--- src/rtl/uart_pkg.sv ---
// ---------------------------------------------------------------------------
// uart_pkg
// Shared definitions for the UART transmit and receive paths.
//   - Default frame geometry (data bits, prescale input width)
//   - 3-bit state encoding shared by the TX framer and the RX block
//   - Parity type encoding used on PAR_TYP
// No ports; imported with "import uart_pkg::*;".
// ---------------------------------------------------------------------------
package uart_pkg;

    localparam int DEFAULT_DATA_WIDTH     = 8;
    localparam int DEFAULT_PRESCALE_WIDTH = 6;

    localparam logic [2:0] IDLE   = 3'd0;
    localparam logic [2:0] START  = 3'd1;
    localparam logic [2:0] DATA   = 3'd2;
    localparam logic [2:0] PARITY = 3'd3;
    localparam logic [2:0] STOP   = 3'd4;

    localparam logic PAR_EVEN = 1'b0;
    localparam logic PAR_ODD  = 1'b1;

    // Enum values are tied to the shared encoding so RX and TX agree on it.
    typedef enum logic [2:0] {
        TX_IDLE   = IDLE,
        TX_START  = START,
        TX_DATA   = DATA,
        TX_PARITY = PARITY,
        TX_STOP   = STOP
    } txState_e;

endpackage

--- src/rtl/uart_tx_frame_gen_if.sv ---
// ---------------------------------------------------------------------------
// uart_tx_frame_gen_if
// Byte-source / serial-pin bundle of the UART transmit framer.
//   P_DATA     byte to send, sampled on accept
//   Data_Valid request strobe, honoured only while Busy=0
//   PAR_EN     parity bit enable, sampled on accept
//   PAR_TYP    0 = even, 1 = odd, sampled on accept
//   Prescale   CLK cycles per bit, 0 treated as 1, sampled on accept
//   TX_OUT     serial line, idle high
//   Busy       frame in progress
// Modports: master = byte source side, slave = framer side.
// ---------------------------------------------------------------------------
interface uart_tx_frame_gen_if
    import uart_pkg::*;
#(
    parameter int DATA_WIDTH     = DEFAULT_DATA_WIDTH,
    parameter int PRESCALE_WIDTH = DEFAULT_PRESCALE_WIDTH
);

    logic [DATA_WIDTH-1:0]     P_DATA;
    logic                      Data_Valid;
    logic                      PAR_EN;
    logic                      PAR_TYP;
    logic [PRESCALE_WIDTH-1:0] Prescale;
    logic                      TX_OUT;
    logic                      Busy;

    modport master (
        output P_DATA, Data_Valid, PAR_EN, PAR_TYP, Prescale,
        input  TX_OUT, Busy
    );

    modport slave (
        input  P_DATA, Data_Valid, PAR_EN, PAR_TYP, Prescale,
        output TX_OUT, Busy
    );

endinterface

--- src/rtl/uart_tx_bit_timer.sv ---
// ---------------------------------------------------------------------------
// uart_tx_bit_timer
// Per-bit cycle counter (0..P-1) and data bit index (0..DATA_WIDTH-1) for the
// transmit framer; the transmit mirror of the RX edge/bit counter.
//   CLK, RST        clock, asynchronous active-low reset
//   clear_i         restart both counters (frame accept)
//   enable_i        count cycles (frame in progress)
//   dataPhase_i     advance the bit index on each bit end
//   prescaleMax_i   P-1, the last cycle of a bit
//   bitDone_o       current cycle is the last cycle of the current bit
//   lastBit_o       bit index is at DATA_WIDTH-1
//   bitIdx_o        current data bit index
// ---------------------------------------------------------------------------
module uart_tx_bit_timer
    import uart_pkg::*;
#(
    parameter int DATA_WIDTH     = DEFAULT_DATA_WIDTH,
    parameter int PRESCALE_WIDTH = DEFAULT_PRESCALE_WIDTH,
    localparam int IDX_W         = (DATA_WIDTH > 1) ? $clog2(DATA_WIDTH) : 1
) (
    input  logic                      CLK,
    input  logic                      RST,
    input  logic                      clear_i,
    input  logic                      enable_i,
    input  logic                      dataPhase_i,
    input  logic [PRESCALE_WIDTH-1:0] prescaleMax_i,
    output logic                      bitDone_o,
    output logic                      lastBit_o,
    output logic [IDX_W-1:0]          bitIdx_o
);

    logic [PRESCALE_WIDTH-1:0] cnt_q;
    logic [IDX_W-1:0]          idx_q;

    assign bitDone_o = enable_i && (cnt_q == prescaleMax_i);
    assign lastBit_o = (idx_q == IDX_W'(DATA_WIDTH - 1));
    assign bitIdx_o  = idx_q;

    // Cycle counter wraps at P-1; the bit index only moves on that wrap and
    // only while data bits are being shifted, so neither can overrun.
    always_ff @(posedge CLK or negedge RST) begin
        if (!RST) begin
            cnt_q <= '0;
            idx_q <= '0;
        end else if (clear_i) begin
            cnt_q <= '0;
            idx_q <= '0;
        end else begin
            if (enable_i) begin
                cnt_q <= bitDone_o ? '0 : cnt_q + PRESCALE_WIDTH'(1);
            end
            if (bitDone_o && dataPhase_i) begin
                idx_q <= lastBit_o ? '0 : idx_q + IDX_W'(1);
            end
        end
    end

endmodule

--- src/rtl/uart_tx_frame_gen.sv ---
// ---------------------------------------------------------------------------
// uart_tx_frame_gen
// Transmit-side UART framer: start bit, DATA_WIDTH data bits LSB first,
// optional even/odd parity bit, stop bit; each bit held Prescale CLK cycles.
//   CLK   clock
//   RST   asynchronous active-low reset
//   bus   uart_tx_frame_gen_if.slave (P_DATA, Data_Valid, PAR_EN, PAR_TYP,
//         Prescale in; TX_OUT, Busy out, both registered)
// ---------------------------------------------------------------------------
module uart_tx_frame_gen
    import uart_pkg::*;
#(
    parameter int DATA_WIDTH     = DEFAULT_DATA_WIDTH,
    parameter int PRESCALE_WIDTH = DEFAULT_PRESCALE_WIDTH
) (
    input  logic                CLK,
    input  logic                RST,
    uart_tx_frame_gen_if.slave  bus
);

    localparam int IDX_W = (DATA_WIDTH > 1) ? $clog2(DATA_WIDTH) : 1;

    txState_e                  state_q, state_d;
    logic [DATA_WIDTH-1:0]     shadow_q;
    logic                      parEn_q;
    logic                      parTyp_q;
    logic [PRESCALE_WIDTH-1:0] pMax_q;
    logic                      txOut_q, txOut_d;
    logic                      busy_q, busy_d;

    logic                      accept;
    logic                      bitDone;
    logic                      lastBit;
    logic                      parityBit;
    logic [IDX_W-1:0]          bitIdx;
    logic [IDX_W-1:0]          nextIdx;

    assign accept    = (state_q == TX_IDLE) && bus.Data_Valid;
    assign parityBit = (^shadow_q) ^ (parTyp_q == PAR_ODD);

    assign bus.TX_OUT = txOut_q;
    assign bus.Busy   = busy_q;

    uart_tx_bit_timer #(
        .DATA_WIDTH     (DATA_WIDTH),
        .PRESCALE_WIDTH (PRESCALE_WIDTH)
    ) u_timer (
        .CLK           (CLK),
        .RST           (RST),
        .clear_i       (accept),
        .enable_i      (state_q != TX_IDLE),
        .dataPhase_i   (state_q == TX_DATA),
        .prescaleMax_i (pMax_q),
        .bitDone_o     (bitDone),
        .lastBit_o     (lastBit),
        .bitIdx_o      (bitIdx)
    );

    // Frame settings are captured once on accept so that later input changes
    // cannot disturb the frame in flight; Prescale 0 behaves like 1.
    always_ff @(posedge CLK or negedge RST) begin
        if (!RST) begin
            shadow_q <= '0;
            parEn_q  <= 1'b0;
            parTyp_q <= 1'b0;
            pMax_q   <= '0;
        end else if (accept) begin
            shadow_q <= bus.P_DATA;
            parEn_q  <= bus.PAR_EN;
            parTyp_q <= bus.PAR_TYP;
            pMax_q   <= (bus.Prescale == '0) ? '0 : bus.Prescale - PRESCALE_WIDTH'(1);
        end
    end

    // State and the registered line/busy outputs.
    always_ff @(posedge CLK or negedge RST) begin
        if (!RST) begin
            state_q <= TX_IDLE;
            txOut_q <= 1'b1;
            busy_q  <= 1'b0;
        end else begin
            state_q <= state_d;
            txOut_q <= txOut_d;
            busy_q  <= busy_d;
        end
    end

    // Next state, plus the line value for the next cycle. The output mux looks
    // at the next state and next bit index so TX_OUT can be a plain register
    // that changes on the same edge as the state.
    always_comb begin
        state_d = state_q;
        nextIdx = '0;
        txOut_d = 1'b1;

        case (state_q)
            TX_IDLE:   if (bus.Data_Valid) state_d = TX_START;
            TX_START:  if (bitDone)        state_d = TX_DATA;
            TX_DATA:   if (bitDone && lastBit) state_d = parEn_q ? TX_PARITY : TX_STOP;
            TX_PARITY: if (bitDone)        state_d = TX_STOP;
            TX_STOP:   if (bitDone)        state_d = TX_IDLE;
            default:                       state_d = TX_IDLE;
        endcase

        if (state_q == TX_DATA) begin
            nextIdx = (bitDone && !lastBit) ? bitIdx + IDX_W'(1) : bitIdx;
        end

        case (state_d)
            TX_START:  txOut_d = 1'b0;
            TX_DATA:   txOut_d = shadow_q[nextIdx];
            TX_PARITY: txOut_d = parityBit;
            default:   txOut_d = 1'b1;
        endcase

        busy_d = (state_d != TX_IDLE);
    end

endmodule

--- src/flat_wrapper.sv ---
// flat-port wrapper written by rule: the top's interface ports become plain ports
module uart_tx_frame_gen_flat import uart_pkg::*;
#(
    parameter int DATA_WIDTH     = DEFAULT_DATA_WIDTH,
    parameter int PRESCALE_WIDTH = DEFAULT_PRESCALE_WIDTH
)
  (CLK, RST, bus_P_DATA, bus_Data_Valid, bus_PAR_EN, bus_PAR_TYP, bus_Prescale, bus_TX_OUT, bus_Busy);
  uart_tx_frame_gen_if #(.DATA_WIDTH(DATA_WIDTH), .PRESCALE_WIDTH(PRESCALE_WIDTH)) bus_i ();
  input  logic CLK;
  input  logic RST;
  input wire logic [$bits(bus_i.P_DATA)-1:0] bus_P_DATA;
  input wire logic [$bits(bus_i.Data_Valid)-1:0] bus_Data_Valid;
  input wire logic [$bits(bus_i.PAR_EN)-1:0] bus_PAR_EN;
  input wire logic [$bits(bus_i.PAR_TYP)-1:0] bus_PAR_TYP;
  input wire logic [$bits(bus_i.Prescale)-1:0] bus_Prescale;
  output wire logic [$bits(bus_i.TX_OUT)-1:0] bus_TX_OUT;
  output wire logic [$bits(bus_i.Busy)-1:0] bus_Busy;
  assign bus_i.P_DATA = bus_P_DATA;
  assign bus_i.Data_Valid = bus_Data_Valid;
  assign bus_i.PAR_EN = bus_PAR_EN;
  assign bus_i.PAR_TYP = bus_PAR_TYP;
  assign bus_i.Prescale = bus_Prescale;
  assign bus_TX_OUT = bus_i.TX_OUT;
  assign bus_Busy = bus_i.Busy;
  uart_tx_frame_gen #(.DATA_WIDTH(DATA_WIDTH), .PRESCALE_WIDTH(PRESCALE_WIDTH)) u_core (.CLK(CLK), .RST(RST), .bus(bus_i));
endmodule
--- config.mk ---
export PLATFORM = sky130hd
export DESIGN_NAME = uart_tx_frame_gen_flat
export DESIGN_NICKNAME = d
export VERILOG_FILES = /design/src/rtl/uart_pkg.sv /design/src/rtl/uart_tx_frame_gen_if.sv /design/src/rtl/uart_tx_bit_timer.sv /design/src/rtl/uart_tx_frame_gen.sv /design/src/flat_wrapper.sv
export SDC_FILE = /design/constraint.sdc
export NUM_CORES = 1
export LEC_CHECK = 0
export CELL_PAD_IN_SITES_DETAIL_PLACEMENT = 0
export CELL_PAD_IN_SITES_GLOBAL_PLACEMENT = 1
export CORE_ASPECT_RATIO = 1.25
export CORE_MARGIN = 2
export CORE_UTILIZATION = 49
export DETAILED_ROUTE_END_ITERATION = 10
export DONT_BUFFER_PORTS = 1
export PLACE_DENSITY = 0.88
export SYNTH_ARGS = -nofsm -noshare
export SYNTH_HDL_FRONTEND = slang
export SYNTH_SLANG_ARGS = --single-unit
--- constraint.sdc ---
create_clock -name CLK -period 2.55 [get_ports CLK]
set_clock_uncertainty 0.2 [all_clocks]
set_input_delay 0.3825 -clock CLK [delete_from_list [all_inputs] [get_ports CLK]]
set_output_delay 0.3825 -clock CLK [all_outputs]
set_load 0.01 [all_outputs]
### Word-level counts from Yosys, hierarchy flattened

Index checks and enable logic that the tools add are counted.

| word-level totals | value |
|---|---|
| bits in registers | 30 |
| output and inout bits | 2 |
| word-level logic and storage cells | 55 |

| operators by class | value |
|---|---|
| $add $sub $neg | 3 |
| $lt $le $gt $ge | 1 |
| eq/ne operators | 9 |
| muxes and demuxes | 19 |
| bitwise operators | 1 |
| reduce and logical (&&, ||, !) cells | 13 |

Operators with widths:

| operator | number |
|---|---|
| $mux 3 | 11 |
| $mux 6 | 4 |
| $pmux 3 s5 | 1 |
| $eq 3x2->1 const B | 4 |
| $reduce_xor 8->1 | 1 |
| $add 6x1->6 const B | 1 |
| $eq 3x1->1 const B | 2 |
| $eq 3x3->1 const B | 2 |
| $eq 6x6->1 | 1 |
| $logic_not 6->1 | 1 |
| $reduce_bool 3->1 | 2 |
| $sub 6x1->6 const B | 1 |
| $logic_and 1x1->1 | 5 |
| $lt 3x4->1 const B | 1 |
| $reduce_bool 2->1 | 2 |
| $add 3x1->3 const B | 1 |
| $bmux 1 s3 | 1 |
| $logic_not 3->1 | 1 |
| $pmux 1 s3 | 1 |
| $logic_not 1->1 | 1 |
| $mux 1 | 1 |
| $xor 1x1->1 | 1 |

### Longest topological paths before layout

| depth | value |
|---|---|
| depth in word-level cells | 8 |
| gate-level depth with buffers | 7 |

### Cells and area by module

From an unflattened synthesis, not the netlist that was laid out.

| unflattened totals | value |
|---|---|
| cells, all modules | 175 |
| area, all modules | 1790.5 um^2 |

Modules (own cells, without submodules):

| module | instances | cells an instance | area an instance (um^2) |
|---|---|---|---|
| uart_tx_frame_gen | 1 | 115 | 1206.2 |
| uart_tx_bit_timer | 1 | 60 | 584.3 |

### Least setup slack after synthesis

OpenSTA, ideal clock, no wires.

| timing path | value |
|---|---|
| path kind | register to register |
| start | reg u_core.u_timer.idx_q[1], in the netlist u_core.u_timer.bitIdx_o[1] |
| end | reg u_core.txOut_q, in the netlist u_core.bus.TX_OUT |
| setup time | 0.082 ns |
| arrival time | 1.955 ns |
| path slack | 0.313 ns |
| stages on the path, launching flop included | 8 |
| path buffers | 0 |
| period minus slack after synthesis | 2.237 ns |
| path through | dfrtp_1 -> ha_1 -> and4bb_2 -> mux2_2 -> a32o_1 -> mux2i_1 -> nand4_1 -> mux2_2 |

| on the way | value |
|---|---|
| word-level cells in the longest chain between the ends | 8 |

Ends and longest elaborated chain:

| element | RTL line | text |
|---|---|---|
| start, declared | uart_tx_bit_timer.sv:33 | `logic [IDX_W-1:0] idx_q;` |
| start signal, assigned | uart_tx_bit_timer.sv:53 | `idx_q <= lastBit_o ? '0 : idx_q + IDX_W'(1);` |
| branches (longest 7 deep; another with $add 3x1->3) | - |  |
| $pmux 1 s3 * | uart_tx_frame_gen.sv:109 | `case (state_d)` |
| named net u_core.txOut_d | uart_tx_frame_gen.sv:28 | `logic txOut_q, txOut_d;` |
| end signal, assigned | uart_tx_frame_gen.sv:83 | `txOut_q <= txOut_d;` |
| end, declared | uart_tx_frame_gen.sv:28 |  |

Mark *: on every way through the listed nets, which the timed path passes. The select of a mux whose other input is x is not followed.
A chain may end at the register's enable or synchronous reset.

### Final worst setup path

Same ends and word-level chain as after synthesis.

==> key figures <==
Cells and area
  – Area added between synthesis and finish: 9.25%
  – Multi-input gate area: 932 µm²
  – ANT cells: 0
  – Commonest non-fill, non-tap cell in the layout: dfrtp_1
  – Most frequent cells in the layout: dfrtp_1, o21ai_0, nand2_1
  – Register area: 752 µm²
  – Final instance area: 0.00191 mm²
  – Layout Nets: 197
  – Layout cells sized above 1: 19.5%
  – Fillers: 298

STA
  – Slew headroom: 54.0%
  – Fin crit share: 93.7%
  – Slew @ Worst Pin: 0.681 ns
  – Fin Setup TNS: 0 ns
  – Hold Vio Cnt, Final: 0
  – Endpoints failing setup: 0
  – Max-slew violations: 0
  – Final Critical Period: 2.39 ns
  – Max Freq: 418 MHz
  – RSZ-0062 raised after global routing: no
  – Hold Worst Slack: 0.0500 ns

Floorplanning
  – Chip width: 57.4 µm
  – Die height: 70.7 µm
  – Core Area: 0.00345 mm²
  – Die Area: 0.00406 mm²
  – Starting Density: 50.5%
  – # rows: 24
  – # IOs: 21

Global route
  – First-pass GRT wire length: 5980 µm
  – Initial antenna violation count: 0
  – Total grt overflow: 0
  – Tot GR Track Use: 19.2%
  – Number of global-route vias before repair: 1334
  – Pin count of the biggest net entering global routing: 31

Logic synthesis
  – EDFF count, synth: 0
  – Ys async rst share: 100%
  – Avg Inst Size Synth: 10.5 µm²
  – Netlist cell types: 38
  – Synth area leaders: dfrtp_1, mux2_2, xnor2_1
  – Sequential area share after synthesis: 43.1%
  – Synth area leader: dfrtp_1
  – Synthesized flop and latch total: 30
  – Post-synthesis cell count: 166
  – Mapped Area: 0.00174 mm²
  – Synth Warn #: 0
  – Post-Syn Nets: 190
  – Post-synth top flop: dfrtp_1
  – Top-area cell type share of the netlist area: 41.6%

Job
  – Max Cap Viol: 0

Worst hold path
  – Hold Path Class: primary input to flip-flop
  – End of the worst hold path: u_core.shadow_q[5]$_DFFE_PN0P_
  – Cell count of the worst hold path: 1
  – Critical hold path startpoint: bus_P_DATA[5]

Setup path
  – CP required: 2.55 ns
  – CP max stage delay: 0.41 ns
  – Worst EP arrival: 2.39 ns
  – FF-to-FF End: u_core.bus.TX_OUT$_DFF_PN1_
  – Crit-path cells: ha_1 -> and4bb_2 -> mux2_2 -> a32o_1 -> mux2i_1 -> nand4_1 -> mux2_2
  – R2r setup slk: 0.16 ns
  – Reg-to-reg startpoint: u_core.u_timer.bitIdx_o[1]$_DFFE_PN0P_
  – CP max FO: 4
  – Critical Path Slowest Stage Cell: dfrtp_1
  – Most frequent CP cell: mux2_2
  – Endpoint class of the critical path: flip-flop
  – WS Path Type: flip-flop to flip-flop
  – CP Launch Type: flip-flop
  – R2R depth: 7

Route
  – WL/cell: 15.8 µm
  – Routed WL: 3360 µm
  – DR DRC count: 0
  – TritonRoute pass-1 iters: 4
  – DR vias/cell: 5.93
  – Via count: 1264
  – Initial DRC Count: 27
  – Final ANT Viol Nets: 0

CTS
  – CTS buffer count: 5
  – Clock Path Buffers: 2
  – Root Driver: clkbuf_8
  – Clock latency on the worst-skew pair: 0.28 ns
  – CTS tree: built
  – CTS clock-pin slew for the worst setup and hold paths: 0.06 ns
  – H-tree depth: 2
  – Clk sinks: 30

Power
  – VDD IR-drop max: 1.08 mV
  – Pleak: 0.768 nW
  – Pwr dens: 1220 mW/mm²

Placed design
  – Port Buffers: 0
  – Gp weighted congestion: 0.890
  – Post-DP HPWL: 2590 µm
  – Placed cell area: 0.00177 mm²

Outcome
  – Status: finished clean
flip-flops by register name, summed over array words and instances (netlist names):
register                 flops
u_core.u_timer.bitIdx_o      3
u_core.bus.Busy              1
u_core.parEn_q               1
u_core.parTyp_q              1
u_core.state_q               3
u_core.pMax_q                6
u_core.shadow_q              8
u_core.bus.TX_OUT            1
u_core.u_timer.cnt_q         6
synth_stat cells, drive strengths merged, types with 3 or more instances:
| cell | count |
|---|---|
| mux2i | 3 |
| o21ai | 18 |
| nand3 | 7 |
| dfrtp | 29 |
| xor2 | 4 |
| nor2 | 8 |
| buf | 3 |
| nand2 | 16 |
| ha | 5 |
| xnor2 | 15 |
| inv | 5 |
| a32o | 3 |
| nand4 | 4 |
| mux2 | 13 |
| clkbuf | 3 |
| nor3 | 4 |
| or3 | 3 |
critical path: cells and delay by family (launching register included):
kind / cells / cell delay [ns]
muxes: 3 / 0.74
DFF: 1 / 0.41
and+or+nand+nor: 2 / 0.37
adders and majority gates: 1 / 0.34
AOI/OAI and AO/OA: 1 / 0.25
worst max-delay path by stage:
| stage | startpoint | to | slack, ns | depth (start not counted) |
|---|---|---|---|---|
| finish | u_core.u_timer.bitIdx_o[1]$_DFFE_PN0P_ | u_core.bus.TX_OUT$_DFF_PN1_ | 0.16 | 7 |
| floorplan | u_core.u_timer.bitIdx_o[1]$_DFFE_PN0P_ | u_core.bus.TX_OUT$_DFF_PN1_ | 0.31 | 7 |
| global route | u_core.u_timer.bitIdx_o[1]$_DFFE_PN0P_ | u_core.bus.TX_OUT$_DFF_PN1_ | 0.06 | 7 |
| global placement | u_core.u_timer.bitIdx_o[1]$_DFFE_PN0P_ | u_core.bus.TX_OUT$_DFF_PN1_ | 0.24 | 7 |
| CTS | u_core.u_timer.bitIdx_o[1]$_DFFE_PN0P_ | u_core.bus.TX_OUT$_DFF_PN1_ | 0.16 | 7 |
| detailed placement | u_core.u_timer.bitIdx_o[1]$_DFFE_PN0P_ | u_core.bus.TX_OUT$_DFF_PN1_ | 0.19 | 7 |
metal layers:
layer  global-route usage [%]  wire length (µm)
met1                     21.1              1320
met2                     34.0              1790
met3                     5.48               167
met4                     7.75                85
met5                        0                 0
where the power goes:
group / internal, W / switching [W] / leakage (nW)
Combinational: 0.000556 / 0.000490 / 0.348
Sequential: 0.000676 / 0.000222 / 0.372
Clock: 0.000217 / 0.000169 / 0.0482
Total: 0.00145 / 0.000882 / 0.768
stage by stage:
| stage | total power (W) | setup WS, ns | utilization (%) | instances |
|---|---|---|---|---|
| 5_1_grt | 0.00252 | 0.0561 | 55.2 | 213 |
| 3_3_place_gp | 0.00189 | 0.237 | 51.4 | 202 |
| 3_5_place_dp | 0.00194 | 0.187 | 51.4 | 202 |
| 4_1_cts | 0.00235 | 0.155 | 55.2 | 213 |
| 6_report | 0.00233 | 0.160 | 55.2 | 213 |
| 2_1_floorplan | 0.00174 | 0.313 | - | 166 |
cells by family (layout without fill, tap and decap cells):
family	after synthesis	count (layout)	share of synthesized area, %
AO/OA/AOI/OAI	29	29	10.4
XOR/XNOR	19	19	9.54
adder cells (fa/ha/maj)	5	5	3.59
buffers and inverters	11	19	3.44
flip-flops	30	30	43.1
multiplexers	18	18	12.7
AND/OR/NAND/NOR	54	54	17.2
layout make-up:
type,instances,share of cell area (%)
Clock buffer,7,4.53
Timing Repair Buffer,6,3.28
Multi-Input combinational cell,125,48.9
Inverter,5,0.985
Tap cell,39,2.56
Sequential cell,30,39.5
Clock inverter,1,0.263
repair_timing:
item / CTS / global route
gates resized for setup: 0 / 0
setup buffers: 0 / 0
hold buffers: 3 / 0
endpoints found under the hold margin: 31 / 0
(Power assumes the default switching activity.)
==> edit (same settings) <==
Reset style: synchronous (`RST`), changed in 3 clocked blocks. Comments in the files are not updated.
--- a/src/rtl/uart_tx_bit_timer.sv
+++ b/src/rtl/uart_tx_bit_timer.sv
@@ -38,7 +38,7 @@
 
     // Cycle counter wraps at P-1; the bit index only moves on that wrap and
     // only while data bits are being shifted, so neither can overrun.
-    always_ff @(posedge CLK or negedge RST) begin
+    always_ff @(posedge CLK) begin
         if (!RST) begin
             cnt_q <= '0;
             idx_q <= '0;
--- a/src/rtl/uart_tx_frame_gen.sv
+++ b/src/rtl/uart_tx_frame_gen.sv
@@ -58,7 +58,7 @@
 
     // Frame settings are captured once on accept so that later input changes
     // cannot disturb the frame in flight; Prescale 0 behaves like 1.
-    always_ff @(posedge CLK or negedge RST) begin
+    always_ff @(posedge CLK) begin
         if (!RST) begin
             shadow_q <= '0;
             parEn_q  <= 1'b0;
@@ -73,7 +73,7 @@
     end
 
     // State and the registered line/busy outputs.
-    always_ff @(posedge CLK or negedge RST) begin
+    always_ff @(posedge CLK) begin
         if (!RST) begin
             state_q <= TX_IDLE;
             txOut_q <= 1'b1;
Check against the original RTL: differs if RST is asserted again (counterexample within 4 cycles, from zero or initial values and one cycle with RST low); with RST held inactive, the same outputs for 10 cycles.
==> edit against the unedited design <==
Global-route usage grew 1.5 points; via count increased by 18%; synthesized area down 0.50%; sequential cell count stayed put; die area decreased by 0.48%; maximum frequency up 3.0%; synthesized cell count increased by 31%; wire length up 9.9%; setup slack improved by 0.069 ns; cell area shrank 1.4%; critical path depth did not move; core utilization is 0.80 points lower.
Power is not compared: it rests on default switching activity, and its combinational part moved more than twofold at a synthesized area within 25%.
==> edit: results (changes against the unedited design) <==
stage;metric;value;unit;change
yosys;syn-num-nets;242;;was 190
routing;wl_per_cell;14.05;um;was 15.77 um
yosys;async_reset_ff_share;0;%;was 100.0%
place;dpl.hpwl;2977;um;was 2594 um
global_routing;gr-usage-all-layers;20.65;%;was 19.15%
yosys;synth_mux_area_share;1.226;%;was 12.70%
place;post-place-ws;0.2599;ns;was 0.1869 ns
yosys;synth_top_cells_by_area;dfxtp_1 (35%), nand2_1 (9.7%), xnor2_1 (9.6%);;was dfrtp_1 (42%), mux2_2 (8.4%), xnor2_1 (7.5%)
yosys;synthFlopType;dfxtp_1;;was dfrtp_1
global_routing;grt_max_degree;16;;was 31
yosys;synth.most_common_cell;nand2_1;;was dfrtp_1
cts;ctsResizeCount;0;;unchanged
status;status;complete, no violations;;unchanged
worst_setup_path;timing.rr.start;u_core.state_q[2];;was u_core.u_timer.bitIdx_o[1]
yosys;synthAdderAreaFrac;3.605;%;was 3.587%
worst_setup_path;crit_end;u_core.bus.TX_OUT;;unchanged
place;post_dp_cell_area;1787;um^2;was 1774 um^2
worst_setup_path;cp.arrival;2.31;ns;was 2.39 ns
worst_setup_path;critPathMaxFanout;7;;was 4
routing;vias;1491;;was 1264
global_routing;grt_use_met2;38.57;%;was 33.96%
yosys;synthCells;218;;was 166
worst_setup_path;r2r_slack;0.23;ns;was 0.16 ns
worst_setup_path;critPathSlowestCell;or3_1;;was dfrtp_1
min_path;min_to;u_core.pMax_q[0];;was u_core.shadow_q[5]
worst_setup_path;cp_top_family;simple AND/OR/NAND/NOR gates;;was multiplexers
routing;wl_met1;1452;um;was 1315 um
place;dp_cells;255;;was 202
min_path;worstHoldStart;bus_Prescale[0];;was bus_P_DATA[5]
routing;wl_met3;140;um;was 167 um
yosys;synth_compound_area_share;19.54;%;was 10.40%
routing;dr_wl_met2;2032;um;was 1792 um
timing;relSlewSlack;65.09;%;was 54.05%
global_routing;use_met3;5.119;%;was 5.484%
timing;hold_ws;0.008261;ns;was 0.05005 ns
yosys;synth_common_cells;nand2_1 (45), dfxtp_1 (30), xnor2_1 (19);;was dfrtp_1 (29), o21ai_0 (17), nand2_1 (16)
yosys;yosysSeqAreaShare;34.61;%;was 43.11%
global_routing;gr-usage-met1;21.52;%;was 21.10%
yosys;synth-xor-area-share;11.61;%;was 9.541%
place;routabilityCongestion;0.8990;;was 0.8900
cells_and_area;fin_nets;247;;was 197
global_routing;grt_pass1_wl;6492;um;was 5982 um
power_and_ir_drop;internal_power;0.9160;mW;
cells_and_area;layout-drive-gt1-share;8.929;%;was 19.54%
timing;period_needed;2.321;ns;was 2.390 ns
power_and_ir_drop;ir_drop;450.5;uV;
yosys;synth_cell_types;46;;was 38
-- edit: cell count changes in the layout (fill, tap and decap cells not counted), moves of 4 or more --
cell / delta
xnor2_1: +4
mux2_2: -12
and2_1: +4
dfxtp_1: +30
nor2_1: +5
nand2_1: +29
a21boi_0: +11
o21ai_0: -4
a21oi_1: +10
dfrtp_1: -29
buf_4: +5
-- edit: layout make-up --
type / instances / area, um^2
clock inverters: 1 / 5.005
multi-input cells: 173 / 1059
clock buffers: 7 / 86.33
flip-flops and latches: 30 / 600.6
repair buffers: 8 / 60.06
inverters: 5 / 18.77
well taps: 39 / 48.80
fillers: 337 / 1575
-- edit: power groups by stage --
stage / Clock, mW / Combinational, mW / Sequential, mW
2_1_floorplan: 0 / 0.366 / 0.567
3_3_place_gp: 0 / 0.407 / 0.585
3_5_place_dp: 0 / 0.417 / 0.586
4_1_cts: 0.397 / 0.418 / 0.576
5_1_grt: 0.412 / 0.471 / 0.583
6_report: 0.386 / 0.417 / 0.575
